File: src/rtl/three_phase_spwm_if.sv
// Bus between the three-phase sine generator side and the SPWM block.
// master: drives run enable and the three modulating waves, observes gates/sync/carrier.
// slave : the SPWM block itself.
//   en             run enable
//   mod_a/b/c      signed modulating waves, W bits
//   gate_hi/lo     [0]=A [1]=B [2]=C, active high
//   sync           one-cycle pulse at the carrier valley
//   carrier        current signed carrier value
interface three_phase_spwm_if #(
    parameter int W = 12
);
    logic                en;
    logic signed [W-1:0] mod_a;
    logic signed [W-1:0] mod_b;
    logic signed [W-1:0] mod_c;
    logic [2:0]          gate_hi;
    logic [2:0]          gate_lo;
    logic                sync;
    logic signed [W-1:0] carrier;

    modport master (
        output en, mod_a, mod_b, mod_c,
        input  gate_hi, gate_lo, sync, carrier
    );

    modport slave (
        input  en, mod_a, mod_b, mod_c,
        output gate_hi, gate_lo, sync, carrier
    );
endinterface

File: src/rtl/three_phase_spwm.sv
// Three-phase sinusoidal PWM with dead-time.
// A symmetric triangular carrier (-P..+P, period 4*P clocks) is compared with
// three signed modulating waves latched once per period at the valley. Each
// leg drives a complementary high/low gate pair through a small FSM that
// inserts DEADTIME both-off cycles before any gate turns on.
// Ports:
//   clk, rst_n  clock and synchronous active-low reset
//   bus         three_phase_spwm_if.slave (en, mod_a/b/c in; gate_hi/lo, sync, carrier out)

// One inverter leg: turns the registered compare result into a gate pair.
module spwm_leg #(
    parameter int DEADTIME = 50
) (
    input  logic clk,
    input  logic rst_n,
    input  logic en,
    input  logic raw,
    output logic gate_hi,
    output logic gate_lo
);
    typedef enum logic [2:0] {OFF, HI_ON, LO_ON, DT_TO_HI, DT_TO_LO} state_e;

    localparam logic [7:0] CNT_LOAD = 8'(DEADTIME - 1);

    state_e     state_q, state_d;
    logic [7:0] cnt_q, cnt_d;
    logic       gate_hi_q, gate_hi_d;
    logic       gate_lo_q, gate_lo_d;

    always_comb begin
        state_d = state_q;
        cnt_d   = cnt_q;
        if (!en) begin
            state_d = OFF;
            cnt_d   = '0;
        end else begin
            case (state_q)
                OFF: begin
                    state_d = raw ? DT_TO_HI : DT_TO_LO;
                    cnt_d   = CNT_LOAD;
                end
                // A reversal of the target restarts the full dead-time,
                // so it is checked before the count expiring.
                DT_TO_HI: begin
                    if (!raw) begin
                        state_d = DT_TO_LO;
                        cnt_d   = CNT_LOAD;
                    end else if (cnt_q == 8'd0) begin
                        state_d = HI_ON;
                    end else begin
                        cnt_d = cnt_q - 8'd1;
                    end
                end
                DT_TO_LO: begin
                    if (raw) begin
                        state_d = DT_TO_HI;
                        cnt_d   = CNT_LOAD;
                    end else if (cnt_q == 8'd0) begin
                        state_d = LO_ON;
                    end else begin
                        cnt_d = cnt_q - 8'd1;
                    end
                end
                HI_ON: begin
                    if (!raw) begin
                        state_d = DT_TO_LO;
                        cnt_d   = CNT_LOAD;
                    end
                end
                LO_ON: begin
                    if (raw) begin
                        state_d = DT_TO_HI;
                        cnt_d   = CNT_LOAD;
                    end
                end
                default: state_d = OFF;
            endcase
        end
        // Gates decoded from the next state so they are glitch-free flops
        // aligned with the state register.
        gate_hi_d = (state_d == HI_ON);
        gate_lo_d = (state_d == LO_ON);
    end

    always_ff @(posedge clk) begin
        if (!rst_n) begin
            state_q   <= OFF;
            cnt_q     <= '0;
            gate_hi_q <= 1'b0;
            gate_lo_q <= 1'b0;
        end else begin
            state_q   <= state_d;
            cnt_q     <= cnt_d;
            gate_hi_q <= gate_hi_d;
            gate_lo_q <= gate_lo_d;
        end
    end

    assign gate_hi = gate_hi_q;
    assign gate_lo = gate_lo_q;
endmodule

module three_phase_spwm #(
    parameter int W            = 12,
    parameter int CARRIER_PEAK = 2047,
    parameter int DEADTIME     = 50
) (
    input logic                  clk,
    input logic                  rst_n,
    three_phase_spwm_if.slave    bus
);
    localparam logic signed [W-1:0] P      = W'(CARRIER_PEAK);
    localparam logic signed [W-1:0] P_M1   = W'(CARRIER_PEAK - 1);
    localparam logic signed [W-1:0] NEG_P  = W'(-CARRIER_PEAK);
    localparam logic signed [W-1:0] NEG_P1 = W'(1 - CARRIER_PEAK);
    localparam logic signed [W-1:0] ONE    = W'(1);

    logic signed [W-1:0] carrier_q, carrier_d;
    logic                dir_up_q, dir_up_d;
    logic [2:0][W-1:0]   shadow_q, shadow_d;
    logic [2:0]          raw_q, raw_d;
    logic [2:0][W-1:0]   mod_v;
    logic [2:0]          gate_hi_w, gate_lo_w;
    logic                at_valley;

    // Saturated compare: inputs at or beyond the carrier peaks pin the leg,
    // so a full-scale wave never produces a one-clock sliver at the apex.
    function automatic logic cmp_leg(input logic signed [W-1:0] sh,
                                     input logic signed [W-1:0] car);
        if (sh >= P)
            return 1'b1;
        else if (sh <= NEG_P)
            return 1'b0;
        return sh > car;
    endfunction

    assign mod_v     = {bus.mod_c, bus.mod_b, bus.mod_a};
    assign at_valley = (carrier_q == NEG_P);

    always_comb begin
        carrier_d = carrier_q;
        dir_up_d  = dir_up_q;
        shadow_d  = shadow_q;
        if (!bus.en) begin
            carrier_d = NEG_P;
            dir_up_d  = 1'b1;
        end else if (dir_up_q) begin
            if (carrier_q == P) begin
                carrier_d = P_M1;
                dir_up_d  = 1'b0;
            end else begin
                carrier_d = carrier_q + ONE;
            end
        end else begin
            // -P is visited once, as the first value of the next up-ramp.
            if (carrier_q == NEG_P1)
                dir_up_d = 1'b1;
            carrier_d = carrier_q - ONE;
        end
        // Latching only at the valley keeps each period's duty self-consistent
        // despite the generator updating the three phases at different times.
        if (!bus.en || at_valley)
            shadow_d = mod_v;
        for (int i = 0; i < 3; i++)
            raw_d[i] = cmp_leg(shadow_q[i], carrier_q);
    end

    always_ff @(posedge clk) begin
        if (!rst_n) begin
            carrier_q <= NEG_P;
            dir_up_q  <= 1'b1;
            shadow_q  <= '0;
            raw_q     <= '0;
        end else begin
            carrier_q <= carrier_d;
            dir_up_q  <= dir_up_d;
            shadow_q  <= shadow_d;
            raw_q     <= raw_d;
        end
    end

    for (genvar i = 0; i < 3; i++) begin : g_leg
        spwm_leg #(.DEADTIME(DEADTIME)) u_leg (
            .clk     (clk),
            .rst_n   (rst_n),
            .en      (bus.en),
            .raw     (raw_q[i]),
            .gate_hi (gate_hi_w[i]),
            .gate_lo (gate_lo_w[i])
        );
    end

    assign bus.gate_hi = gate_hi_w;
    assign bus.gate_lo = gate_lo_w;
    assign bus.carrier = carrier_q;
    // Qualified by rst_n so a held reset shows an all-zero output set.
    assign bus.sync    = rst_n && bus.en && at_valley;
endmodule
File: src/flat_wrapper.sv
// flat-port wrapper written by rule: the top's interface ports become plain ports
module three_phase_spwm_flat 
#(
    parameter int W            = 12,
    parameter int CARRIER_PEAK = 2047,
    parameter int DEADTIME     = 50
)
  (clk, rst_n, bus_en, bus_mod_a, bus_mod_b, bus_mod_c, bus_gate_hi, bus_gate_lo, bus_sync, bus_carrier);
  three_phase_spwm_if #(.W(W)) bus_i ();
  input logic clk;
  input logic rst_n;
  input wire logic [$bits(bus_i.en)-1:0] bus_en;
  input wire logic [$bits(bus_i.mod_a)-1:0] bus_mod_a;
  input wire logic [$bits(bus_i.mod_b)-1:0] bus_mod_b;
  input wire logic [$bits(bus_i.mod_c)-1:0] bus_mod_c;
  output wire logic [$bits(bus_i.gate_hi)-1:0] bus_gate_hi;
  output wire logic [$bits(bus_i.gate_lo)-1:0] bus_gate_lo;
  output wire logic [$bits(bus_i.sync)-1:0] bus_sync;
  output wire logic [$bits(bus_i.carrier)-1:0] bus_carrier;
  assign bus_i.en = bus_en;
  assign bus_i.mod_a = bus_mod_a;
  assign bus_i.mod_b = bus_mod_b;
  assign bus_i.mod_c = bus_mod_c;
  assign bus_gate_hi = bus_i.gate_hi;
  assign bus_gate_lo = bus_i.gate_lo;
  assign bus_sync = bus_i.sync;
  assign bus_carrier = bus_i.carrier;
  three_phase_spwm #(.W(W), .CARRIER_PEAK(CARRIER_PEAK), .DEADTIME(DEADTIME)) u_core (.clk(clk), .rst_n(rst_n), .bus(bus_i));
endmodule
File: config.mk
export PLATFORM = sky130hd
export DESIGN_NAME = three_phase_spwm_flat
export DESIGN_NICKNAME = d
export VERILOG_FILES = /design/src/rtl/three_phase_spwm_if.sv /design/src/rtl/three_phase_spwm.sv /design/src/flat_wrapper.sv
export SDC_FILE = /design/constraint.sdc
export NUM_CORES = 1
export LEC_CHECK = 0
export ABC_CLOCK_PERIOD_IN_PS = 5500
export CAP_MARGIN = 20
export CORE_AREA = 2 2 136 151
export CTS_CLUSTER_DIAMETER = 50
export DETAILED_ROUTE_END_ITERATION = 8
export DIE_AREA = 0 0 138 153
export GPL_TIMING_DRIVEN = 0
export PLACE_DENSITY_LB_ADDON = 0.15
export SKIP_LAST_GASP = 1
export SLEW_MARGIN = 20
export SYNTH_ARGS = -nofsm -noshare
export SYNTH_HDL_FRONTEND = slang
export SYNTH_HIERARCHICAL = 1
export SYNTH_SLANG_ARGS = --single-unit
File: constraint.sdc
create_clock -name clk -period 5.5 [get_ports clk]
set_input_delay 0.55 -clock clk [delete_from_list [all_inputs] [get_ports clk]]
set_output_delay 0.55 -clock clk [all_outputs]
set_load 0.005 [all_outputs]
== After elaboration in Yosys (flattened, before gate mapping) ==
Cells that the tools add are included.
Cells by class
  reduce and logical (&&, ||, !) cells: 17
  equality and inequality tests: 27
  $add $sub $neg: 5
  magnitude comparators: 9
  muxes and demuxes: 65
Operators with widths (count)
  two-way mux 8 bit: 15
  case mux 8 bit (5 select lines): 3
  two-way mux 3 bit: 24
  case mux 3 bit (5 select lines): 3
  == test 12 bit (second input constant): 3
  greater-or-equal comparator 12 bit (second input constant): 3
  greater-than comparator 12 bit: 3
  less-or-equal comparator 12 bit (second input constant): 3
  == test 3 x 2 -> 1 bit (second input constant): 9
  zero test 8 bit: 3
  two-way mux 12 bit: 2
  subtractor 8 x 1 -> 8 bit (second input constant): 3
  == test 3 x 1 -> 1 bit (second input constant): 6
  two-way mux 1 bit: 18
  nonzero test 5 bit: 3
  adder 12 x 2 -> 12 bit (second input constant): 1
  subtractor 12 x 2 -> 12 bit (second input constant): 1
  == test 3 bit (second input constant): 3
  zero test 3 bit: 3
  AND reduction 3 bit: 3
  inequality test 2 x 1 -> 1 bit (second input constant): 3
  inequality test 2 bit (second input constant): 3
  logical AND 1 bit: 2
  AND reduction 2 bit: 1
  2 further kinds: 2
Storage, ports and cells
  input port bits: 39
  output and inout bits: 19
  register bits after elaboration: 91

== Depth between registers and ports, before layout ==
Gate-level depths: netlist of the first run.
  depth after elaboration: 6
  mapped depth: 9
  depth with buffers taken out: 8

== Modules after synthesis ==
The synthesis of the first run kept the hierarchy.
By module, submodules not included
  three_phase_spwm: cells an instance 397, area an instance 3618.5 µm², sequential area each 1041.0 µm², instances 1
  spwm_leg: cells an instance 82, area an instance 726.9 µm², sequential area each 260.2 µm², instances 3

== Worst setup path before layout of the first run ==
No wires, ideal clock.
  kind: register to register
  from: register u_core.carrier_q[9], in the netlist u_core/bus.carrier[9]
  to: register u_core.raw_q[2]
  setup slack: 3.504 ns
  clock period less this slack: 1.996 ns
  data arrival time: 1.874 ns
  cell stages (with the launch flop): 8
  library setup time: 0.121 ns
  cell sequence: dfxtp_1 inv_1 ha_1 a21o_1 a21o_1 a2111oi_0 xnor2_1 o21ai_0
On the way
  word-level cells in the longest chain between the ends: 2
Ends and longest elaborated chain
  start: declaration: line three_phase_spwm.sv:118  | logic signed [W-1:0] carrier_q, carrier_d;
  start signal: assignment: line three_phase_spwm.sv:175  | carrier_q <= carrier_d;
  greater-than comparator 12 bit: line three_phase_spwm.sv:134  | return sh > car;
  two-way mux 1 bit: line three_phase_spwm.sv:134
  end signal: assignment: line three_phase_spwm.sv:178  | raw_q <= raw_d;
  end: declaration: line three_phase_spwm.sv:121  | logic [2:0] raw_q, raw_d;
Every way passes these cells.
A chain may end at the register's enable or synchronous reset.

== Final worst setup path of the first run ==
  from: input port rst_n
  to: output port bus_sync
On the way
  word-level cells in the longest chain between the ends: 2
Ends and longest elaborated chain
  start: declaration: line flat_wrapper.sv:11  | input logic rst_n;
  logical AND 1 bit (2 in a row): line three_phase_spwm.sv:197  | assign bus.sync = rst_n && bus.en && at_valley;
  end: declaration: line flat_wrapper.sv:18  | output wire logic [$bits(bus_i.sync)-1:0] bus_sync;
Every way passes these cells.

==> out/qor.yml, run 1 <==
outcome: "finished, final reports clean"
power.ir.vdd_worst_mv: 0.157
setup_viol: 0
post_cts_resized: 0
setup.worst_path.end_class: "output port"
critical_path_arrival_ps: 2730
critPathLaunchType: "input port"
detailedPlacementHpwl_mm: 11.5
grt.overflow.total: 0
setup-tns-final_ps: 0
synth_enable_flop_cells: 0
numClockSinks: 91
cts.hold.buffers_added: 0
postRouteAntennaNets: 0
path_common_cell: "clkdlybuf4s50_1"
grt_most_used_layer: "met2"
synth_flop_cell: "dfxtp_1"
final.min_clock_period_ps: 3280
r2r_setup_slack_ps: 3090
drt-pass1-iter-count: 4
flip_flop_and_latch_count_after_synthesis: 91
cts_inserted_buffers: 9
initial_antenna_violation_count: 0
cells_after_synth: 643
pin_count_of_the_biggest_net_entering_global_routing: 14
post_synth_instance_area_mm2: 0.00580
nFillCells: 2004
numPortBuffers: 57
ys_seq_area_share_pct: 31.4
htreeDepth: 3
post-route-util_pct: 35.7
postSynthNetCount: 725
die-height_um: 153
grt_use_met3_pct: 2.63
die-width_um: 138
min_delay_path_depth: 2
drt_iter0_drc: 213
global_routing_usage_summed_across_all_routing_layers_pct: 14.4
wirelength_mm: 15.1
die-area_mm2: 0.0211
synthToLayoutAreaGrowth_pct: 20.5
max_slew_vio_count: 0
fin_worst_skew_ps: 4.81
core_region_area_mm2: 0.0196
floorplan.initialDensity_pct: 29.6
timing.setup.critical_path_class: "in -> out"
avgViaCountPerCell: 5.27
grt_use_met2_pct: 24.7
core.rowCount: 54
timing.final.hold_violations: 0
asyncSetResetFlopFracSynth_pct: 0
power.density_mw_per_mm2: 255
count_of_antenna_diodes_in_the_layout: 0
worst_r2r_endpoint: "u_core/raw_q[1]"
max_slew.worst_pin.slew_ps: 566
leakagePower_nw: 2.61
fmax_mhz: 305
drc_errors_left: 0
drv_cap: 0
post_cts.repair.setup_buffers: 0
final_min_period_over_clock_period_pct: 59.6
final_cell_count_without_fillers: 966
fin_nets: 793
worstSkewPairLatency_ps: 350
holdPathEnd: "u_core/shadow_q[0]"
placed_cells: 952
distinct_cell_type_count_of_the_synthesized_netlist: 59
fraction_of_layout_instances_using_a_drive_strength_above_1_pct: 18.9
first_pass_grt_wire_length_mm: 25.1
place_congestion: 0.837
post_drt_wl_per_cell_um: 15.6
root_buffer: "clkbuf_16"
critical-path-max-stage-delay_ps: 830
clock_pin_transition_on_the_worst_setup_and_hold_timing_paths_ps: 60
number_of_placed_i_o_pins: 58
cts_max_path_buffers: 2
synthesis.area_per_instance_um2: 9.02
crit_path_cell_trace: "clkdlybuf4s50_1 -> clkbuf_1 -> and4_1 -> clkdlybuf4s50_1"
reg2reg_from: "u_core/bus.carrier[1]"
cp_max_fo: 11
min_from: "u_core/shadow_q[0]"
rr_worst_depth: 8
worst_hold_path_type: "reg -> reg"
synth-warning-count: 6
cts_tree: "built"
rsz0062_at_grt: "false"
critPathRequiredTime_ps: 4950
grt_pass1_vias: 5002
groute.layer.met1.usage_pct: 18.0
maxSlewHeadroom_pct: 61.3
worst_path_max_delay_cell: "clkdlybuf4s50_1"
route.vias.total: 5088
==> state kept, by name, indices dropped and copies added (netlist names) <==
signal / flops
u_core/g_leg.u_leg/gate_lo: 3
u_core/g_leg.u_leg/state_q: 9
u_core/shadow_q: 36
u_core/g_leg.u_leg/cnt_q: 24
u_core/bus.carrier: 12
u_core/g_leg.u_leg/gate_hi: 3
u_core/raw_q: 3
u_core/dir_up_q: 1
==> placed cells by master, fill, tap and decap left out, types with 11 or more instances in the layout <==
cell type	count
dfxtp_1	91
nand2_1	60
clkdlybuf4s50_1	57
ha_1	43
nand3_2	35
o21ai_2	34
inv_1	31
o21ai_0	30
nor2_1	27
nand3_1	25
nand4_1	20
a21oi_1	20
nor2b_1	16
a31oi_1	14
a211oi_1	13
nor3_1	12
a2111oi_0	11
==> metal layers <==
metal	vias to the layer above	routed length, um
met5	-	0
met4	0	394
met3	27	430
met2	86	7380
met1	2425	6860
li1	2550	-
==> area by class of cell <==
cell class / count / area (um^2) / share of cell area, %
Buffer: 37 / 320 / 4.58
Clock buffer: 12 / 267 / 3.81
Clock inverter: 2 / 35.0 / 0.501
Inverter: 31 / 116 / 1.67
Multi-Input combinational cell: 484 / 3540 / 50.7
Sequential cell: 91 / 1820 / 26.1
Tap cell: 252 / 315 / 4.51
Timing Repair Buffer: 57 / 571 / 8.17
==> stage by stage <==
stage | cell area [um^2] | setup WS (ps) | power (mW) | hold WS (ps)
floorplan | 5800 | 3500 | 1.04 | 439
global placement | 6690 | 2190 | 1.14 | 477
detailed placement | 6690 | 2200 | 1.15 | 473
CTS | 6990 | 2190 | 1.81 | 482
global route | 6990 | 2110 | 1.88 | 514
finish | 6990 | 2220 | 1.78 | 478
==> worst max-delay path by stage <==
stage                           from         endpoint  slack, ps  cells past startpoint
5_1_grt                        rst_n         bus_sync       2110                      4
3_5_place_dp                   rst_n         bus_sync       2200                      4
6_report                       rst_n         bus_sync       2220                      4
2_1_floorplan  u_core/bus.carrier[9]  u_core/raw_q[2]       3500                      7
4_1_cts                        rst_n         bus_sync       2190                      4
3_3_place_gp                   rst_n         bus_sync       2190                      4
==> synthesized netlist by cell type (all sizes together), types with 14 or more instances <==
cell type  count  area share [%]
a211oi        17             2.5
a21oi         22             2.0
a31oi         14             1.5
buf           26             4.6
dfxtp         91              31
ha            43             9.3
inv           31             2.0
nand2         60             3.9
nand3         60             8.2
nand4         20             2.2
nor2          28             1.9
nor2b         16             1.7
o21ai         64             7.7
==> logic make-up after synthesis <==
group                      after synthesis  share of synthesized area [%]
adders and majority gates               43                           9.28
xor gates and xnor gates                 8                           1.21
muxes                                    4                          0.690
DFF                                     91                           31.4
and+or+nand+nor                        253                           27.7
buffers and inverters                   68                           7.53
AOI/OAI and AO/OA                      176                           22.2
==> power by group <==
part           switching (mW)  internal [mW]  total [mW]
combinational           0.214          0.184       0.398
sequential             0.0422          0.699       0.741
clock                   0.256          0.384       0.640
==> critical path, delay by kind of cell <==
kind / cells / cell delay (ps)
and+or+nand+nor: 1 / 320
buffers and inverters: 3 / 1860
(Power assumes the default switching activity.)
==> inputs of run 2 (changes only) <==
--- a/config.mk
+++ b/config.mk
@@ -5,7 +5,7 @@
 export SDC_FILE = /design/constraint.sdc
 export NUM_CORES = 1
 export LEC_CHECK = 0
-export ABC_CLOCK_PERIOD_IN_PS = 5500
+export ABC_CLOCK_PERIOD_IN_PS = 3290
 export CAP_MARGIN = 20
 export CORE_AREA = 2 2 136 151
 export CTS_CLUSTER_DIAMETER = 50
==> constraint.sdc (replaced) <==
create_clock -name clk -period 3.29 [get_ports clk]
set_input_delay 0.329 -clock clk [delete_from_list [all_inputs] [get_ports clk]]
set_output_delay 0.329 -clock clk [all_outputs]
set_load 0.005 [all_outputs]
==> results of run 2 <==
The final DEF is identical to that of run 1. Status: finished, final reports clean.
Main changes from that run: setup slack after placement 2200 ps -> 437 ps; setup slack after layout 2220 ps -> 452 ps; register-to-register setup slack 3090 ps -> 880 ps; total power 1.78 mW -> 2.98 mW; worst IR drop on VDD 0.157 mV -> 0.262 mV
==> inputs of run 3 (changes only) <==
--- a/config.mk
+++ b/config.mk
@@ -7,10 +7,10 @@
 export LEC_CHECK = 0
 export ABC_CLOCK_PERIOD_IN_PS = 3290
 export CAP_MARGIN = 20
-export CORE_AREA = 2 2 136 151
+export CORE_AREA = 2 2 143 145
 export CTS_CLUSTER_DIAMETER = 50
 export DETAILED_ROUTE_END_ITERATION = 8
-export DIE_AREA = 0 0 138 153
+export DIE_AREA = 0 0 145 147
 export GPL_TIMING_DRIVEN = 0
 export PLACE_DENSITY_LB_ADDON = 0.15
 export SKIP_LAST_GASP = 1
==> run 3 against run 2 <==
Against the previous run:
- via count rose by 1.6%
- cell count rose by 2.1%
- core utilization fell by 0.084 points
- fmax rose by 4.3%
- die area rose by 0.95%
- worst setup slack improved by 120 ps
- routed wire length rose by 1.3%
- worst hold slack got worse by 1.8 ps
- clock skew rose by 2.8 ps
- non-clock buffer count did not move
- critical endpoint unchanged
==> out/qor.yml, run 3 (synthesis gave the netlist of run 1 again) <==
postRouteAntennaNets: 0  # unchanged
total_switching_power_mw: 0.890  # was 0.857 mW
timing.final.hold_violations: 0  # unchanged
route.vias.total: 5170  # was 5,088
number_of_flip_flops_under_the_largest_register_name: 36  # unchanged
min_from: "u_core/shadow_q[24]"  # was u_core/shadow_q[0]
core.rowCount: 52  # was 54
detailedPlacementHpwl_mm: 11.4  # was 11.5 mm
p_total_mw: 3.13  # was 2.98 mW
numClockSinks: 91  # unchanged
max_slew.worst_pin.slew_ps: 716  # was 566 ps
outcome: "finished, final reports clean"  # unchanged
crit_path_cell_trace: "clkdlybuf4s50_1 -> clkbuf_1 -> and4_1 -> clkdlybuf4s50_1"  # unchanged
post_cts_resized: 0  # unchanged
clock_pin_transition_on_the_worst_setup_and_hold_timing_paths_ps: 60  # about the same
post_drt_wl_per_cell_um: 15.5  # was 15.6 um
comb_pwr_share_pct: 21.3  # was 22.4%
most_frequent_cells_in_the_layout: "91 x dfxtp_1, 60 x nand2_1, 57 x clkdlybuf4s50_1"  # unchanged
worst_hold_path_type: "reg -> reg"  # unchanged
worst_path_max_delay_cell: "clkdlybuf4s50_1"  # unchanged
root_buffer: "clkbuf_16"  # unchanged
layout_commonest_cell: "dfxtp_1"  # unchanged
fin_nets: 793  # unchanged
power.ir.vdd_worst_mv: 0.261  # was 0.262 mV
cts_tree: "built"  # unchanged
clock_power_share_pct: 39.1  # was 36.0%
wirelength_mm: 15.3  # was 15.1 mm
numPortBuffers: 57  # unchanged
total_buffers_and_inverters_traversed_by_the_critical_path: 3  # unchanged
drv_cap: 0  # unchanged
count_of_antenna_diodes_in_the_layout: 0  # unchanged
critPathRequiredTime_ps: 2960  # about the same
grt_pass1_vias: 5021  # was 5,002
floorplan.initialDensity_pct: 29.2  # was 29.6%
grt.overflow.total: 0  # unchanged
pin_count_of_the_biggest_net_entering_global_routing: 16  # was 14
rr_worst_depth: 8  # unchanged
critical_path_arrival_ps: 2390  # was 2510 ps
post-route-worst-setup-slack_ps: 570  # was 452 ps
power.density_mw_per_mm2: 444  # was 426 mW/mm^2
worst_r2r_endpoint: "u_core/raw_q[1]"  # unchanged
drt-pass1-iter-count: 6  # was 4
nFillCells: 1996  # was 2,004
die-area_mm2: 0.0213  # was 0.0211 mm^2
worstSkewPairLatency_ps: 350  # about the same
rsz0062_at_grt: "false"  # unchanged
synthToLayoutAreaGrowth_pct: 21.7  # was 20.5%
path_common_cell: "clkdlybuf4s50_1"  # unchanged
drt_iter0_drc: 319  # was 213
initial_antenna_violation_count: 0  # unchanged
post_cts.repair.setup_buffers: 0  # unchanged
fin_worst_skew_ps: 7.62  # was 4.81 ps
die-height_um: 147  # was 153 um
global_routing_usage_summed_across_all_routing_layers_pct: 14.2  # was 14.4%
internal_power_mw: 2.24  # was 2.12 mW
htreeDepth: 3  # unchanged
setup.worst_path.end_class: "output port"  # unchanged
final_min_period_over_clock_period_pct: 82.7  # was 86.3%
place_congestion: 0.823  # was 0.837
cts_inserted_buffers: 9  # unchanged
max_slew_vio_count: 0  # unchanged
finalInstanceArea_mm2: 0.00706  # was 0.00699 mm^2
timing.setup.critical_path_class: "in -> out"  # unchanged
cts_max_path_buffers: 2  # unchanged
reg2reg_from: "u_core/bus.carrier[1]"  # unchanged
drc_errors_left: 0  # unchanged
setup-tns-final_ps: 0  # unchanged
leakagePower_nw: 2.63  # was 2.61 nW
die-width_um: 145  # was 138 um
top_register: "u_core/shadow_q"  # unchanged
cts.hold.buffers_added: 0  # unchanged
core_region_area_mm2: 0.0198  # was 0.0196 mm^2
critPathTopFamily: "buffers and inverters"  # unchanged
maxSlewHeadroom_pct: 51.0  # was 61.3%
avgViaCountPerCell: 5.24  # was 5.27
final.min_clock_period_ps: 2720  # was 2840 ps
critical-path-max-stage-delay_ps: 820  # was 830 ps
min_delay_path_depth: 2  # unchanged
critPathLaunchType: "input port"  # unchanged
post-route-util_pct: 35.6  # was 35.7%
pre_cts_ws_ps: 504  # was 437 ps
pwr-share-seq_pct: 39.6  # was 41.6%
critical_path_cell_count: 4  # unchanged
setup_viol: 0  # unchanged
first_pass_grt_wire_length_mm: 24.6  # was 25.1 mm
cp_max_fo: 11  # unchanged
placed_area_mm2: 0.00671  # was 0.00669 mm^2
fraction_of_layout_instances_using_a_drive_strength_above_1_pct: 19.1  # was 18.9%
p_sw_share_pct: 28.4  # was 28.8%
number_of_placed_i_o_pins: 58  # unchanged
holdPathEnd: "u_core/shadow_q[24]"  # was u_core/shadow_q[0]
fmax_mhz: 368  # was 352 MHz
r2r_setup_slack_ps: 890  # was 880 ps
## run 3: cell types whose count changed in the layout (fill, tap and decap cells not counted)
cell | before | now
bufinv_16 | 1 | 3
clkbuf_8 | 3 | 1
clkinv_4 | 0 | 2
## run 3: power groups by stage
stage	sequential (mW)	combinational (mW)	clock, mW
after floorplan	1.24	0.490	0
after global routing	1.25	0.741	1.31
after detailed placement	1.26	0.666	0
after CTS	1.24	0.669	1.26
after global placement	1.26	0.649	0
final	1.24	0.668	1.22
## run 3: per-stage QoR
step / cells / hold slack [ps]
final: 986 / 476
after global routing: 986 / 505
after CTS: 986 / 477
after detailed placement: 970 / 466
after global placement: 970 / 460
after floorplan: 643 / 439
## run 3: how the worst max path moves through the flow
stage                     startpoint         endpoint  slack [ps]
3_3_place_gp                   rst_n         bus_sync         470
4_1_cts                        rst_n         bus_sync         480
6_report                       rst_n         bus_sync         570
2_1_floorplan  u_core/bus.carrier[9]  u_core/raw_q[2]        1290
3_5_place_dp                   rst_n         bus_sync         500
5_1_grt                        rst_n         bus_sync         410
## run 3: cell type report
type | instances | area [um^2] | area share [%]
buffer | 37 | 320 | 4.54
clock buffer | 10 | 239 | 3.39
clock inverter | 6 | 113 | 1.60
inverter | 31 | 116 | 1.65
multi-input combinational | 484 | 3540 | 50.2
sequential | 91 | 1820 | 25.8
tap | 270 | 338 | 4.79
timing repair buffer | 57 | 571 | 8.08
## run 3: worst min-delay path: stages, from the launching register on
cell,delay (ps)
dfxtp_1,320
nand2_1,50
o21ai_0,60
## run 3: routing by layer
layer	part of all wire, %	wire length, um	GRT usage, %
met5	0	0	0
met2	48	7270	24.1
met1	45	6930	17.5
met3	4.3	654	2.24
met4	2.7	408	7.18
